## src/rtl/mem_write_monitor.sv

```systemverilog
// mem_write_monitor: watches the CPU data-memory write bus and latches a sticky
// PASS / FAIL / TIMEOUT verdict with run counters and offending-store capture.
module mem_write_monitor #(
  parameter logic [31:0] PASS_ADDR      = 32'd84,
  parameter logic [31:0] PASS_DATA      = 32'd7,
  parameter logic [31:0] SCRATCH_ADDR   = 32'd80,
  parameter int          TIMEOUT_CYCLES = 1000,
  parameter int          CNT_W          = 16
) (
  input  logic             clk,
  input  logic             reset,
  input  logic             memwrite,
  input  logic [31:0]      dataadr,
  input  logic [31:0]      writedata,
  output logic [2:0]       state,
  output logic             done,
  output logic             pass,
  output logic             fail,
  output logic [CNT_W-1:0] write_count,
  output logic [CNT_W-1:0] cycle_count,
  output logic [31:0]      fail_adr,
  output logic [31:0]      fail_data
);

  localparam logic [2:0] S_IDLE    = 3'd0;
  localparam logic [2:0] S_RUN     = 3'd1;
  localparam logic [2:0] S_PASS    = 3'd2;
  localparam logic [2:0] S_FAIL    = 3'd3;
  localparam logic [2:0] S_TIMEOUT = 3'd4;

  // Value of cycle_count on the last RUN edge before the timeout fires.
  localparam logic [CNT_W-1:0] TO_LAST = CNT_W'(TIMEOUT_CYCLES - 1);

  logic [2:0]       state_q, state_d;
  logic [CNT_W-1:0] wcnt_q, wcnt_d;
  logic [CNT_W-1:0] ccnt_q, ccnt_d;
  logic [31:0]      fadr_q, fadr_d;
  logic [31:0]      fdat_q, fdat_d;

  logic is_pass_store, is_fail_store;

  assign is_pass_store = memwrite && (dataadr == PASS_ADDR) && (writedata == PASS_DATA);
  assign is_fail_store = memwrite && !is_pass_store && (dataadr != SCRATCH_ADDR);

  // State, counter and capture registers; reset clears everything from any state.
  always_ff @(posedge clk) begin
    if (reset) begin
      state_q <= S_IDLE;
      wcnt_q  <= '0;
      ccnt_q  <= '0;
      fadr_q  <= '0;
      fdat_q  <= '0;
    end else begin
      state_q <= state_d;
      wcnt_q  <= wcnt_d;
      ccnt_q  <= ccnt_d;
      fadr_q  <= fadr_d;
      fdat_q  <= fdat_d;
    end
  end

  // Next state and datapath: only RUN edges count, classify and capture;
  // a terminating store beats a timeout landing on the same edge.
  always_comb begin
    state_d = state_q;
    wcnt_d  = wcnt_q;
    ccnt_d  = ccnt_q;
    fadr_d  = fadr_q;
    fdat_d  = fdat_q;
    case (state_q)
      S_IDLE: state_d = S_RUN;
      S_RUN: begin
        if (ccnt_q != '1) ccnt_d = ccnt_q + 1'b1;
        if (memwrite && (wcnt_q != '1)) wcnt_d = wcnt_q + 1'b1;
        if (is_pass_store) begin
          state_d = S_PASS;
        end else if (is_fail_store) begin
          state_d = S_FAIL;
          fadr_d  = dataadr;
          fdat_d  = writedata;
        end else if (ccnt_q == TO_LAST) begin
          state_d = S_TIMEOUT;
        end
      end
      S_PASS, S_FAIL, S_TIMEOUT: state_d = state_q;
      default: state_d = S_IDLE;
    endcase
  end

  // Outputs decoded purely from registered state.
  always_comb begin
    state       = state_q;
    done        = (state_q == S_PASS) || (state_q == S_FAIL) || (state_q == S_TIMEOUT);
    pass        = (state_q == S_PASS);
    fail        = (state_q == S_FAIL) || (state_q == S_TIMEOUT);
    write_count = wcnt_q;
    cycle_count = ccnt_q;
    fail_adr    = fadr_q;
    fail_data   = fdat_q;
  end

endmodule

```

## config.mk

```make
export PLATFORM = sky130hd
export DESIGN_NAME = mem_write_monitor
export DESIGN_NICKNAME = d
export VERILOG_FILES = /design/src/rtl/mem_write_monitor.sv
export SDC_FILE = /design/constraint.sdc
export NUM_CORES = 1
export LEC_CHECK = 0
export CORE_MARGIN = 2
export CORE_UTILIZATION = 40
export DETAILED_ROUTE_END_ITERATION = 12
export GPL_TIMING_DRIVEN = 0
export PLACE_DENSITY = 0.72
export REMOVE_ABC_BUFFERS = 1
export SETUP_SLACK_MARGIN = 0.15
export SLEW_MARGIN = 15
export SYNTH_ARGS = -nofsm -noshare
export SYNTH_HDL_FRONTEND = slang
export SYNTH_SLANG_ARGS = --single-unit
```

## constraint.sdc

```tcl
create_clock -name clk -period 2.13 [get_ports clk]
set_input_delay 0.426 -clock clk [delete_from_list [all_inputs] [get_ports clk]]
set_output_delay 0.426 -clock clk [all_outputs]
set_load 0.05 [all_outputs]
```

==> results of run 1 <==
-- sequential cells by signal, summed over array words and instances, names as in the netlist --
signal / flops
state: 3
fail_data: 32
fail_adr: 32
write_count: 16
cycle_count: 16
-- critical path: stages --
cell             delay (ps)
clkdlybuf4s15_1         230
nor4_4                  340
nand4_1                 240
nor2_2                  240
o22ai_4                 130
clkbuf_16               190
buf_4                   130
a211o_1                 250
-- cells in the final DEF (no fill, tap or decap), types with 3 or more instances in the layout --
| cell type | instances |
|---|---|
| nand4_1 | 6 |
| nor2_1 | 35 |
| xor2_1 | 5 |
| clkdlybuf4s50_1 | 57 |
| inv_1 | 5 |
| a311oi_1 | 3 |
| dfxtp_2 | 5 |
| clkbuf_16 | 10 |
| clkbuf_2 | 6 |
| and2_1 | 3 |
| mux2i_1 | 65 |
| clkinv_2 | 3 |
| buf_4 | 12 |
| nand2_1 | 12 |
| bufinv_16 | 3 |
| nor4_4 | 4 |
| dlygate4sd2_1 | 70 |
| nand2b_1 | 129 |
| and4_1 | 3 |
| nor4_2 | 7 |
| clkdlybuf4s15_1 | 11 |
| and3_1 | 4 |
| dfxtp_1 | 94 |
| dlymetal6s2s_1 | 21 |
| a211oi_1 | 5 |
| a21oi_1 | 6 |
| nand3_1 | 11 |
| buf_12 | 3 |
| o2111ai_1 | 3 |
| nor4_1 | 4 |
| nor3_1 | 9 |
| xnor2_1 | 21 |
| buf_16 | 6 |
-- synth_stat cells, types with 4 or more instances --
| library cell | count | area (um^2) |
|---|---|---|
| a211oi_1 | 5 | 37.5 |
| a21oi_1 | 6 | 30.0 |
| and3_1 | 4 | 25.0 |
| buf_6 | 7 | 78.8 |
| clkbuf_1 | 18 | 67.6 |
| dfxtp_1 | 99 | 1980 |
| inv_1 | 5 | 18.8 |
| mux2i_1 | 65 | 651 |
| nand2_1 | 13 | 48.8 |
| nand2b_1 | 129 | 807 |
| nand3_1 | 12 | 60.1 |
| nand4_1 | 6 | 37.5 |
| nor2_1 | 37 | 139 |
| nor3_1 | 11 | 55.1 |
| nor4_1 | 15 | 93.8 |
| xnor2_1 | 21 | 184 |
| xor2_1 | 5 | 43.8 |
-- metal layers --
layer | vias to the layer above | wire (um)
li1 | 2111 | -
met3 | 14 | 769
met4 | 0 | 178
met5 | - | 0
met1 | 2012 | 6070
met2 | 131 | 6290
-- final cells by class --
class,instances,area [um^2]
Timing Repair Buffer,190,1980
Inverter,5,18.8
Sequential cell,99,1990
Fill cell,1052,4560
Clock buffer,9,225
Multi-Input combinational cell,379,2860
Tap cell,147,184
Clock inverter,6,105
-- logic make-up after synthesis --
kind of cell / synth area share (%)
flops: 41.1
fa+ha+maj: 0.518
buf+inv: 3.84
simple gates: 30.3
compound gates: 5.86
xor+xnor: 4.72
mux: 13.7
-- timing repair --
action                                  in CTS  in global routing
cloned                                       3                  0
endpoints found under the hold margin        0                  0
endpoints found under the setup margin     114                 99
gates resized for setup                    119                 60
buffers inserted                            11                  3
pin swaps                                   23                 18
-- power groups by stage --
stage | Clock [uW] | Sequential, uW | Combinational, uW
final | 1830 | 2320 | 3050
after global routing | 1960 | 2360 | 3190
after floorplan | 0 | 3040 | 800
after detailed placement | 0 | 2350 | 2800
after CTS | 1870 | 2310 | 3030
after global placement | 0 | 2200 | 1970
-- per-stage QoR --
| stage | instance area, um^2 | worst slack [ps] |
|---|---|---|
| after global placement | 6530 | -6010 |
| after detailed placement | 6680 | -727 |
| after global routing | 7350 | 88.0 |
| final | 7350 | 186 |
| after floorplan | 4660 | -4140 |
| after CTS | 7200 | 24.9 |
-- worst max-delay path by stage --
stage	startpoint	endpoint	slack, ps	depth (start not counted)
after global placement	memwrite	fail_data[31]	-6010	5
final	dataadr[16]	state[0]	190	8
after floorplan	state[0]	fail_adr[0]	-4140	4
after detailed placement	writedata[17]	fail_adr[11]	-730	8
after CTS	state[2]	fail	20	3
after global routing	state[1]	write_count[11]	90	5
==> results by group, run 1 <==
Status
  – Status: finished clean

Global route
  – Total track usage: 20.3%
  – First-pass GRT wire length: 21200 um
  – GR Layer Usage met3: 5.10%
  – Vias in the first global route: between 4000 and 5000
  – M1 GR Usage: a little over a quarter
  – Antenna violations before repair: 0
  – Met2 Usage GRT: between 30% and 40%
  – Grt ovf: 0
  – GR peak layer: met2
  – Largest net degree at the start of global routing: between 100 and 150

Logic synthesis
  – Mapped Cells: ~510
  – Netlist cell types: 51
  – Main synth FF type: dfxtp_1
  – Sequential cell area fraction in the yosys report: 41.1%
  – Ys async rst share: 0%
  – EDFF count, synth: 0
  – Flops & latches, synth: 99
  – Post-synthesis cell area: 4830 um^2
  – Number of synthesis warnings: 0
  – Syn avg cell area: 9.43 um^2

Setup path
  – Reg2reg start: state[1]
  – Worst reg2reg path depth: 5
  – Data arrival, critical path: 2180 ps
  – WS Path Type: in2reg
  – Crit Reg-Reg Endpoint: write_count[11]
  – CP Launch Type: primary input
  – Critical Path Sink Type: flop
  – R2R setup slack: approximately 190 ps
  – WP data required: approximately 2400 ps
  – Crit path max fanout: 6

Power and ir drop
  – Static power due to leakage: 0.00309 uW
  – Logic pwr share: 42.4%
  – Reg power frac: between 30% and 40%
  – Power density cells: 979 nW/um^2
  – Net Sw Power: 2640 uW
  – Peak supply drop: between 0.4 and 0.5 mV
  – PnR Total Power: 7200 uW
  – Clock Power Share: roughly a quarter
  – Sw frac: 36.6%
  – Int Pwr: 4570 uW

Clock network
  – Worst skew pair latency: approximately 350 ps
  – Htree depth: 3
  – Clock Path Buffers: 2
  – CTS tree: built
  – Hold bufs inserted after CTS: 0
  – TritonCTS Buffers: 9
  – Clk slew on worst S/H paths: about 70 ps
  – Clock sink count: 99
  – Clock root buffer: clkbuf_16

STA
  – Fin. max-slew vios: 0
  – Worst-Margin Slew: approximately 600 ps
  – Fmax: 0.514 GHz
  – Final Setup Violations: 0
  – Clk_skew: between 5 and 6 ps
  – Fin Setup TNS: 0 ps
  – Rel. slew slack: 60.4%
  – WHS: 363 ps
  – Period utilisation layout: between 90% and 100%
  – Final hold violation count: 0
  – Final period demand of the worst path: 1940 ps
  – Unrepaired setup endpoints after global routing: true

Floorplanning
  – Die Height: 114 um
  – Starting density of the core: 40.5%
  – I/O pin cnt: 169
  – Die X: 114 um
  – Core Rows: 40
  – Core Area: 11900 um^2
  – Die Area: roughly 13000 um^2

Placement
  – DP HPWL: 9010 um
  – Placed cells: roughly 800
  – Final Wtd Congestion: around 0.82
  – Count of input and output buffers: 168

Cells and area
  – Area Overhead vs Synth: 52.4%
  – # diodes: 0
  – Nets: 753
  – Layout Utilization: 61.7%
  – Share of cells above drive strength 1: between 10% and 20%
  – Layout Cells excl Fill: 835

Worst hold path
  – Hold depth: 3
  – Worst Hold Class: in2reg
  – Hold Path Sink: fail_data[17]
  – Hold Path Origin: writedata[17]

Drt
  – Drt drc: 0
  – Pre-antenna DRT Iters: 4
  – DR vias: 4268
  – DR vias/cell: 5.11
  – Initial drt markers: 214
  – Final Routed Wirelength: 13300 um
  – Routed WL per cell: 15.9 um
  – Post-DRT Antenna Nets: 0

Run
  – Max-cap violations: 0
No activity file was read; power rests on OpenSTA's default activity.
==> inputs of run 2 (changes only) <==
--- a/config.mk
+++ b/config.mk
@@ -9,7 +9,7 @@
 export CORE_UTILIZATION = 40
 export DETAILED_ROUTE_END_ITERATION = 12
 export GPL_TIMING_DRIVEN = 0
-export PLACE_DENSITY = 0.72
+export PLACE_DENSITY = 0.77
 export REMOVE_ABC_BUFFERS = 1
 export SETUP_SLACK_MARGIN = 0.15
 export SLEW_MARGIN = 15
==> run 2 against run 1 <==
  * Sequential cell count unchanged
  * Die area is the same
  * Clock skew up 1.7 ps
  * Clock power down 13%
  * Total power fell by 4.6%
  * First-iteration DRC count shrank 7.5%
  * Via count up 0.12%
  * Critical path depth is 7 lower
  * Combinational power decreased by 3%
  * Critical endpoint is now cycle_count[8]
==> results by group, run 2 (synthesized netlist as in run 1, its figures left out) <==
Setup path
  – Buffers and inverters on the worst path: 1
  – Worst path slowest cell: clkdlybuf4s50_1
  – Worst-path cell chain: clkdlybuf4s50_1
  – WP data required: 1700 ps
  – Critical Path Sink Type: primary output
  – Reg2reg start: state[2]
  – Data arrival, critical path: 1530 ps
  – Crit Reg-Reg Endpoint: cycle_count[15]
  – WS Path Type: reg2out
  – Crit-path leading delay family: buffers and inverters
  – Crit path max fanout: 3
  – Critical Path Max Stage Delay: between 800 and 900 ps
  – R2R setup slack: 260 ps
  – CP Launch Type: flop
  – Worst reg2reg path depth: 6

Floorplanning
  – Core Rows: 40
  – Starting density of the core: 40.5%
  – Die X: 114 um
  – Die Area: between 10000 and 15000 um^2
  – I/O pin cnt: between 150 and 200
  – Core Area: 11900 um^2
  – Die Height: around 110 um

Global route
  – First-pass GRT wire length: just over 20000 um
  – Antenna violations before repair: 1
  – Total track usage: 19.4%
  – Vias in the first global route: 4247
  – Largest net degree at the start of global routing: 95
  – Grt ovf: 0

Placement
  – DP HPWL: 8900 um
  – DP Area: 6650 um^2
  – Final Wtd Congestion: just over 0.8
  – Count of input and output buffers: 168

Clock network
  – Clock root buffer: clkbuf_16
  – Clock Path Buffers: 2
  – Worst skew pair latency: roughly 340 ps
  – CTS tree: built
  – Clock sink count: 99
  – Htree depth: 3
  – TritonCTS Buffers: 9
  – Clk slew on worst S/H paths: 70 ps

Cells and area
  – # fillers: 1031
  – Layout Utilization: 60.7%
  – Area Overhead vs Synth: 49.7%
  – Most frequent cells in the layout: 129 x nand2b_1, 95 x dfxtp_1, 71 x dlygate4sd2_1, 71 x clkdlybuf4s50_1, 65 x mux2i_1
  – Share of cells above drive strength 1: 11.2%
  – Nets: 749
  – Commonest non-fill, non-tap cell in the layout: nand2b_1
  – Post-route cell area: 7230 um^2

Worst hold path
  – Worst Hold Class: in2reg
  – Hold depth: 3
  – Hold Path Sink: fail_data[28]
  – Hold Path Origin: writedata[28]

STA
  – Worst-Margin Slew: 649 ps
  – Fin Setup TNS: 0 ps
  – Period utilisation layout: 91.7%
  – Unrepaired setup endpoints after global routing: false
  – Rel. slew slack: 56.7%
  – WHS: 363 ps
  – Final period demand of the worst path: just under 2000 ps
  – Fmax: 0.512 GHz
  – Final hold violation count: 0
  – Fin. max-slew vios: 0
  – Final Setup Violations: 0
  – Clk_skew: 6.67 ps

Drt
  – Routed WL per cell: roughly 15 um
  – DR vias/cell: roughly 5
  – Drt drc: 0
  – DR vias: 4273
  – Pre-antenna DRT Iters: 6
  – Post-DRT Antenna Nets: 0
  – Initial drt markers: approximately 200
  – Final Routed Wirelength: about 13000 um

Power and ir drop
  – Static power due to leakage: 0.00288 uW
  – Peak supply drop: 0.515 mV
  – Power density cells: 951 nW/um^2
  – PnR Total Power: 6870 uW

Run
  – Max-cap violations: 0

Status
  – Status: finished clean
==> run 2: per-stage QoR <==
step	worst slack, ps	std cells
finish	176	833
global route	130	833
CTS	148	829
detailed placement	-879	802
global placement	-5880	798
floorplan	-4140	483
==> run 2: layer usage <==
metal,track usage (%),vias up,part of all wire [%]
met1,24.4,2024,45
met4,7.64,0,2.2
met5,0,-,0
li1,-,2112,-
met3,3.88,20,4.7
met2,32.7,117,48
==> run 2: power by group <==
part           total, uW  internal (uW)  switching [uW]
logic               2960           1240            1720
registers           2320           2130             189
clock network       1590            920             671
==> run 2: worst max path at each step <==
stage	startpoint	end	slack, ps	depth (start not counted)
2_1_floorplan	state[0]	fail_adr[0]	-4140	4
3_3_place_gp	memwrite	fail_data[22]	-5880	5
3_5_place_dp	writedata[17]	fail_data[15]	-880	8
4_1_cts	writedata[27]	fail_adr[31]	150	8
5_1_grt	dataadr[2]	fail_adr[31]	130	8
6_report	cycle_count[8]	cycle_count[8]	180	1
==> run 2: repair_timing <==
| action | in CTS | in global routing |
|---|---|---|
| pin swaps | 23 | 19 |
| gates cloned | 3 | 0 |
| endpoints found under the setup margin | 112 | 76 |
| hold buffers | 0 | 0 |
| setup buffers | 8 | 3 |
| resized for setup | 117 | 45 |
==> run 2: area by class of cell <==
type	count	area [um^2]	area share, %
antenna	1	2.50	0.0346
clock buffer	15	288	3.98
clock inverter	1	5.00	0.0693
inverter	5	18.8	0.260
multi-input combinational	379	2860	39.5
sequential	99	1990	27.5
tap	147	184	2.55
timing repair buffer	186	1890	26.1
